**src/rtl/param_stack.sv**
```systemverilog
`default_nettype none
// ============================================================================
// Module   : param_stack
// Purpose  : Parametrised operand/operator stack for the expression
//            calculator. It holds up to 2^DEPTH_LOG2 words of DATA_WIDTH bits.
//            Each of the following ops completes in one cycle: push, pop,
//            pop-two, replace-top (push+pop) and reduce (push+pop2).
//            Illegal ops are rejected and leave the state unchanged.
// Revision : 1.0 - initial release
// ----------------------------------------------------------------------------
// Parameters
//   DATA_WIDTH  entry width in bits (default 32)
//   DEPTH_LOG2  log2 of capacity, CAP = 2^DEPTH_LOG2 (default 6)
// Ports
//   clk         rising-edge clock
//   rst         synchronous active-high reset, highest priority
//   flush       empty the stack (overrides push/pop/pop2)
//   push        push i_data (combines with pop / pop2)
//   pop         remove top entry
//   pop2        remove top two entries (overrides pop)
//   i_data      write data
//   o_data      top entry, 0 when empty
//   o_data2     entry below top, 0 when count < 2
//   count       number of valid entries, 0..CAP
//   empty       count == 0
//   full        count == CAP
//   err         one-cycle pulse after an illegal op is rejected
//   err_sticky  set by err, cleared by rst or flush
// Configuration
//   STACK_ERR_EN  when defined, err/err_sticky are generated; otherwise they
//                 are tied to 0. Illegal ops are rejected in both builds.
// ============================================================================
module param_stack #(
  parameter int DATA_WIDTH = 32,
  parameter int DEPTH_LOG2 = 6
) (
  input  logic                  clk,
  input  logic                  rst,
  input  logic                  flush,
  input  logic                  push,
  input  logic                  pop,
  input  logic                  pop2,
  input  logic [DATA_WIDTH-1:0] i_data,
  output logic [DATA_WIDTH-1:0] o_data,
  output logic [DATA_WIDTH-1:0] o_data2,
  output logic [DEPTH_LOG2:0]   count,
  output logic                  empty,
  output logic                  full,
  output logic                  err,
  output logic                  err_sticky
);

  localparam int CNT_W = DEPTH_LOG2 + 1;
  localparam int CAP   = 1 << DEPTH_LOG2;

  localparam logic [CNT_W-1:0]      C_CNT_CAP = CNT_W'(CAP);
  localparam logic [CNT_W-1:0]      C_CNT_ONE = CNT_W'(1);
  localparam logic [CNT_W-1:0]      C_CNT_TWO = CNT_W'(2);
  localparam logic [DEPTH_LOG2-1:0] C_IDX_ONE = DEPTH_LOG2'(1);
  localparam logic [DEPTH_LOG2-1:0] C_IDX_TWO = DEPTH_LOG2'(2);

  // Storage and occupancy
  logic [DATA_WIDTH-1:0] mem [CAP];
  logic [CNT_W-1:0]      count_r;

  // Index arithmetic is modulo CAP. When the stack is full the low bits of
  // count are zero, and subtracting from zero still lands on the correct
  // top/below slots.
  logic [DEPTH_LOG2-1:0] push_idx;
  logic [DEPTH_LOG2-1:0] top_idx;
  logic [DEPTH_LOG2-1:0] below_idx;

  assign push_idx  = count_r[DEPTH_LOG2-1:0];
  assign top_idx   = push_idx - C_IDX_ONE;
  assign below_idx = push_idx - C_IDX_TWO;

  logic has_one;
  logic has_two;
  logic is_full;

  assign has_one = (count_r >= C_CNT_ONE);
  assign has_two = (count_r >= C_CNT_TWO);
  assign is_full = (count_r == C_CNT_CAP);

  // Op decode in strict priority order
  logic                  wr_en;
  logic [DEPTH_LOG2-1:0] wr_idx;
  logic [CNT_W-1:0]      next_count;
  logic                  illegal;

  always_comb begin
    wr_en      = 1'b0;
    wr_idx     = push_idx;
    next_count = count_r;
    illegal    = 1'b0;

    if (flush) begin
      next_count = '0;
    end else if (push && pop2) begin
      // REDUCE: the result overwrites the lower of the two operands
      if (has_two) begin
        wr_en      = 1'b1;
        wr_idx     = below_idx;
        next_count = count_r - C_CNT_ONE;
      end else begin
        illegal = 1'b1;
      end
    end else if (push && pop) begin
      // REPLACE: overwrite the top in place
      if (has_one) begin
        wr_en  = 1'b1;
        wr_idx = top_idx;
      end else begin
        illegal = 1'b1;
      end
    end else if (push) begin
      if (!is_full) begin
        wr_en      = 1'b1;
        wr_idx     = push_idx;
        next_count = count_r + C_CNT_ONE;
      end else begin
        illegal = 1'b1;
      end
    end else if (pop2) begin
      if (has_two) begin
        next_count = count_r - C_CNT_TWO;
      end else begin
        illegal = 1'b1;
      end
    end else if (pop) begin
      if (has_one) begin
        next_count = count_r - C_CNT_ONE;
      end else begin
        illegal = 1'b1;
      end
    end
  end

  // Occupancy counter
  always_ff @(posedge clk) begin
    if (rst) begin
      count_r <= '0;
    end else begin
      count_r <= next_count;
    end
  end

  // Storage is not reset. Popped words are left in place because the
  // outputs mask them through count. Writes are suppressed during rst so
  // that an op in flight cannot disturb memory.
  always_ff @(posedge clk) begin
    if (wr_en && !rst) begin
      mem[wr_idx] <= i_data;
    end
  end

`ifdef STACK_ERR_EN
  logic err_r;
  logic err_sticky_r;

  always_ff @(posedge clk) begin
    if (rst) begin
      err_r        <= 1'b0;
      err_sticky_r <= 1'b0;
    end else begin
      err_r <= illegal;
      // flush is never illegal, so clearing here cannot hide a new error
      if (flush) begin
        err_sticky_r <= 1'b0;
      end else if (illegal) begin
        err_sticky_r <= 1'b1;
      end
    end
  end

  assign err        = err_r;
  assign err_sticky = err_sticky_r;
`else
  // Rejection still happens in the decode; only the reporting is removed
  logic unused_illegal;
  assign unused_illegal = illegal;
  assign err            = 1'b0;
  assign err_sticky     = 1'b0;
`endif

  // Outputs, combinational from count and mem
  assign count   = count_r;
  assign empty   = !has_one;
  assign full    = is_full;
  assign o_data  = has_one ? mem[top_idx]   : '0;
  assign o_data2 = has_two ? mem[below_idx] : '0;

endmodule
`default_nettype wire

```
**config.mk**
```make
export PLATFORM = sky130hd
export DESIGN_NAME = param_stack
export DESIGN_NICKNAME = d
export VERILOG_FILES = /design/src/rtl/param_stack.sv
export SDC_FILE = /design/constraint.sdc
export NUM_CORES = 2
export LEC_CHECK = 0
export CAP_MARGIN = 20
export CORE_MARGIN = 4
export CORE_UTILIZATION = 49
export CTS_CLUSTER_DIAMETER = 30
export CTS_CLUSTER_SIZE = 14
export DETAILED_ROUTE_END_ITERATION = 16
export GPL_TIMING_DRIVEN = 0
export SLEW_MARGIN = 15
export SYNTH_ARGS = -nofsm -noshare
export SYNTH_HDL_FRONTEND = slang
export SYNTH_SLANG_ARGS = --single-unit
```
**constraint.sdc**
```tcl
create_clock -name clk -period 7.5 [get_ports clk]
set_clock_uncertainty 0.2 [all_clocks]
set_input_delay 1.125 -clock clk [delete_from_list [all_inputs] [get_ports clk]]
set_output_delay 1.125 -clock clk [all_outputs]
set_load 0.005 [all_outputs]
```
==> metrics.md <==
| Metric | Value |
|---|---|
| Result of the run | complete, but fails checks |
| Violations in the final reports | negative setup slack |
| Maximum number of pins on one net before global-route repair | 65 |
| Min setup slack post-route | -0.397 ns |
| Fraction of final layout cells with drive strength greater than 1 | 43.1% |
| Die Area | between 200000 and 250000 um2 |
| Max incr delay on CP | 0.72 ns |
| Violation count after the first detailed-route iteration | 14800 |
| Commonest cells post-synth | sky130_fd_sc_hd__edfxtp_1 (2048), sky130_fd_sc_hd__mux4_2 (1057), sky130_fd_sc_hd__nand2_1 (619) |
| Final critical-path share of the clock period | 105% |
| Rows | 162 |
| Number of synthesized flops with an enable pin | 2048 |
| Cell repeated most along the worst path | sky130_fd_sc_hd__buf_4 |
| Number of global-route vias before repair | between 60000 and 70000 |
| Total wire length after detailed routing | 495000 um |
| Via Count | 69400 |
| Bufs on Longest Clock Path | 4 |
| Worst path required time | 6.17 ns |
| Static Leakage | 0.0404 uW |
| Cell count of the worst reg-to-reg path | 17 |
| Vias per std cell | 7.70 |
| Number of nets in the layout | 6033 |
| Flop and latch count out of synthesis | 2055 |
| TritonCTS clock tree | yes |
| Synth unique cells | 78 |
| Yosys synthesis warning count | 0 |
| H-tree levels | 5 |
| Signed area change from the synthesized netlist to the final layout | 28.9% |
| Cell count after placement | 8128 |
| Number of buffers added by the clock tree synthesis step | between 400 and 500 |
| Endpoint kind of the worst setup timing path | output pin |
| Remaining global-route overflow | 0 |
| Most numerous cell in the Yosys netlist | sky130_fd_sc_hd__edfxtp_1 |
| Largest family of logic cells by synthesized area | multiplexers |
| Max-Slew Margin vs Limit | 12.9% |
| Insertion delay of the later-clocked pin in the worst-skew pair | 1.04 ns |
| Number of instances in the synthesized netlist | 5093 |
| Global router's overall resource usage | 48.5% |
| Number of ports placed on the die boundary | 113 |
| Placed instance area | around 110000 um2 |
| Total power per unit cell area | approximately 350 nW/um2 |
| Largest fanout on the critical path | 10 |
| Asr flop ratio synth | 0% |
| Sink Count | 2055 |
| Max Freq | 0.127 GHz |
| Sequential fraction of the synthesis area | 64.2% |
| Clock transition at the register clock pins on the worst setup and hold paths after CTS | 0.05 ns |
| Ordered cell list for the critical path | buf_6, buf_2, buf_4, buf_4, buf_4, buf_2, a31oi_1, a22oi_1, o21ai_2, clkdlybuf4s50_1 |
| Effective utilization at floorplan | 49.3% |
| Area share of the largest cell type after synthesis | between 60% and 70% |
| First drt pass iteration count | 9 |
| Total count of max-transition violations in the final report | 0 |
| Die outline width | 451 um |
| Final cell count without fillers | 9024 |
| Endpoints failing setup | 60 |
| Total of fill cells in the finished design | 13800 |
| Cell with the largest stage delay on the worst path | sky130_fd_sc_hd__a22oi_1 |
| Synth Area in XOR/XNOR | 0.181% |
| Crit Path Category | reg -> out |
| CTS root buffer | sky130_fd_sc_hd__clkbuf_16 |
| Core area | 195000 um2 |
| Post-detail-place hpwl | 355000 um |
| Compound-Gate Fraction of Synth Area | 2.18% |
| Per-cell routed wire length | 54.9 um |
| Number of max-cap violations | 0 |
| Number of nets with antenna violations after detailed routing | 0 |
| Synthesized area per cell | 18.9 um2 |
| Synthesized cell area | around 96000 um2 |
| Final Hold Vio Count | 0 |
| Remaining routing DRC violations | 0 |
| Hold Path Depth | 1 |
| Global placement routability congestion | 1.10 |
| Synth area leader | sky130_fd_sc_hd__edfxtp_1 |
| Worst Max-Slew Pin Slew | 1.31 ns |
| Area share of and/or/nand/nor cells after synthesis | ~5% |
| Dominant register cell in the synthesized netlist | sky130_fd_sc_hd__edfxtp_1 |
| Biggest area contributors in the synthesized netlist | sky130_fd_sc_hd__edfxtp_1 (64%), sky130_fd_sc_hd__mux4_2 (25%), sky130_fd_sc_hd__nand2_1 (2.4%) |
| Crit path arrival time | around 6.6 ns |
| Final critical delay including setup and external delays | 7.90 ns |
| Wire length of the first global-routing pass | approximately 630000 um |
| Kind of start point of the critical path | flop |
| Worst setup slack after placement | -2.32 ns |
| RSZ-0062 raised after global routing | false |
| Die boundary height | 451 um |
| Finished Core Util | between 60% and 70% |
| Fraction of the mapped netlist area in adder cells | 0.104% |
| Final instance area | about 120000 um2 |
| Number of I/O port buffers | 109 |
| Mux cell area share after synthesis | 26.4% |
| Hold Path Class | in -> reg |
| VDD IR max | 0.295 mV |
| Number of antenna violations at the first check in global routing | slightly above 60 |
==> registers in the layout (all words and copies together) (netlist names) <==
signal and count:
count 7, mem 2048
==> kinds of logic (layout without fill, tap and decap cells) <==
| kind of cell | count (synthesis) | count (layout) |
|---|---|---|
| DFF | 2055 | 2055 |
| muxes | 1216 | 1216 |
| and+or+nand+nor | 1089 | 1089 |
| buffers and inverters | 398 | 1659 |
| AOI/OAI and AO/OA | 307 | 307 |
| xor gates and xnor gates | 19 | 19 |
| adders and majority gates | 8 | 8 |
| other | 1 | 47 |
==> report_power, final <==
part / leakage [uW] / internal (uW) / total (uW) / switching, uW
Sequential: 0.0185 / 12700 / 12700 / 19.4
Combinational: 0.0144 / 3080 / 10200 / 7130
Clock: 0.00747 / 13900 / 20400 / 6570
==> layer usage <==
layer  vias up  part of all wire [%]  global-route usage, %
met3      1888                    17                   23.8
met5         -                 0.084                      0
met4        28                    11                   42.5
li1      23700                     -                      -
met2      7760                    41                   65.4
met1     36100                    31                   57.4
==> worst max-delay path: cells and delay by family, from the launching register on <==
family / cells / cell delay (ns)
AOI/OAI and AO/OA: 3 / 1.32
buffers and inverters: 7 / 3.68
DFF: 1 / 0.46
==> worst paths after layout <==
path | slack (ns) | to | start
max | -0.40 | o_data2[7] | count[1]
min | 0.20 | mem[23][21] | i_data[21]
max reg2reg | 1.38 | mem[22][13] | count[1]
min reg2reg | 0.63 | count[6] | count[6]
==> what timing repair did <==
item	in CTS	in global routing
endpoints found under the setup margin	1074	52
buffers inserted	14	8
hold buffers	0	0
hold endpoints to repair	0	0
pin swaps	39	9
resized for setup	522	30
==> final cells by class <==
cell class                      instances  area (um2)  area share [%]
Sequential cell                      2055       61600            49.8
Buffer                                387        2760            2.23
Inverter                                9        42.5          0.0344
Antenna cell                           45         113          0.0910
Timing Repair Buffer                  432        5950            4.81
Clock buffer                          530       11900            9.63
Multi-Input combinational cell       2641       34400            27.8
Clock inverter                        301        3690            2.98
Tap cell                             2624        3280            2.65
==> metrics by stage <==
stage | power [uW] | hold WS (ns) | setup TNS (ns)
CTS | 42500 | 0.181 | -0.0547
global placement | 21500 | 0.638 | -9185.03
finish | 43400 | 0.196 | -8.21
global route | 43600 | 0.194 | 0
floorplan | 16500 | 0.471 | 0
detailed placement | 21800 | 0.628 | -347.42
==> cells in the final DEF (no fill, tap or decap), drive strengths merged, types with 46 or more instances in the layout <==
| cell | Yosys | routed |
|---|---|---|
| nand2 | 619 | 619 |
| clkdlybuf4s50 | 0 | 77 |
| mux4 | 1057 | 1057 |
| nor2 | 69 | 69 |
| nand4 | 66 | 66 |
| mux2i | 154 | 154 |
| edfxtp | 2048 | 2048 |
| a21oi | 79 | 79 |
| nor3 | 46 | 46 |
| bufinv | 0 | 76 |
| o21ai | 50 | 50 |
| buf | 215 | 573 |
| clkinv | 0 | 150 |
| clkinvlp | 0 | 55 |
| clkbuf | 174 | 698 |
| nand3 | 224 | 224 |
(Power assumes the default switching activity.)
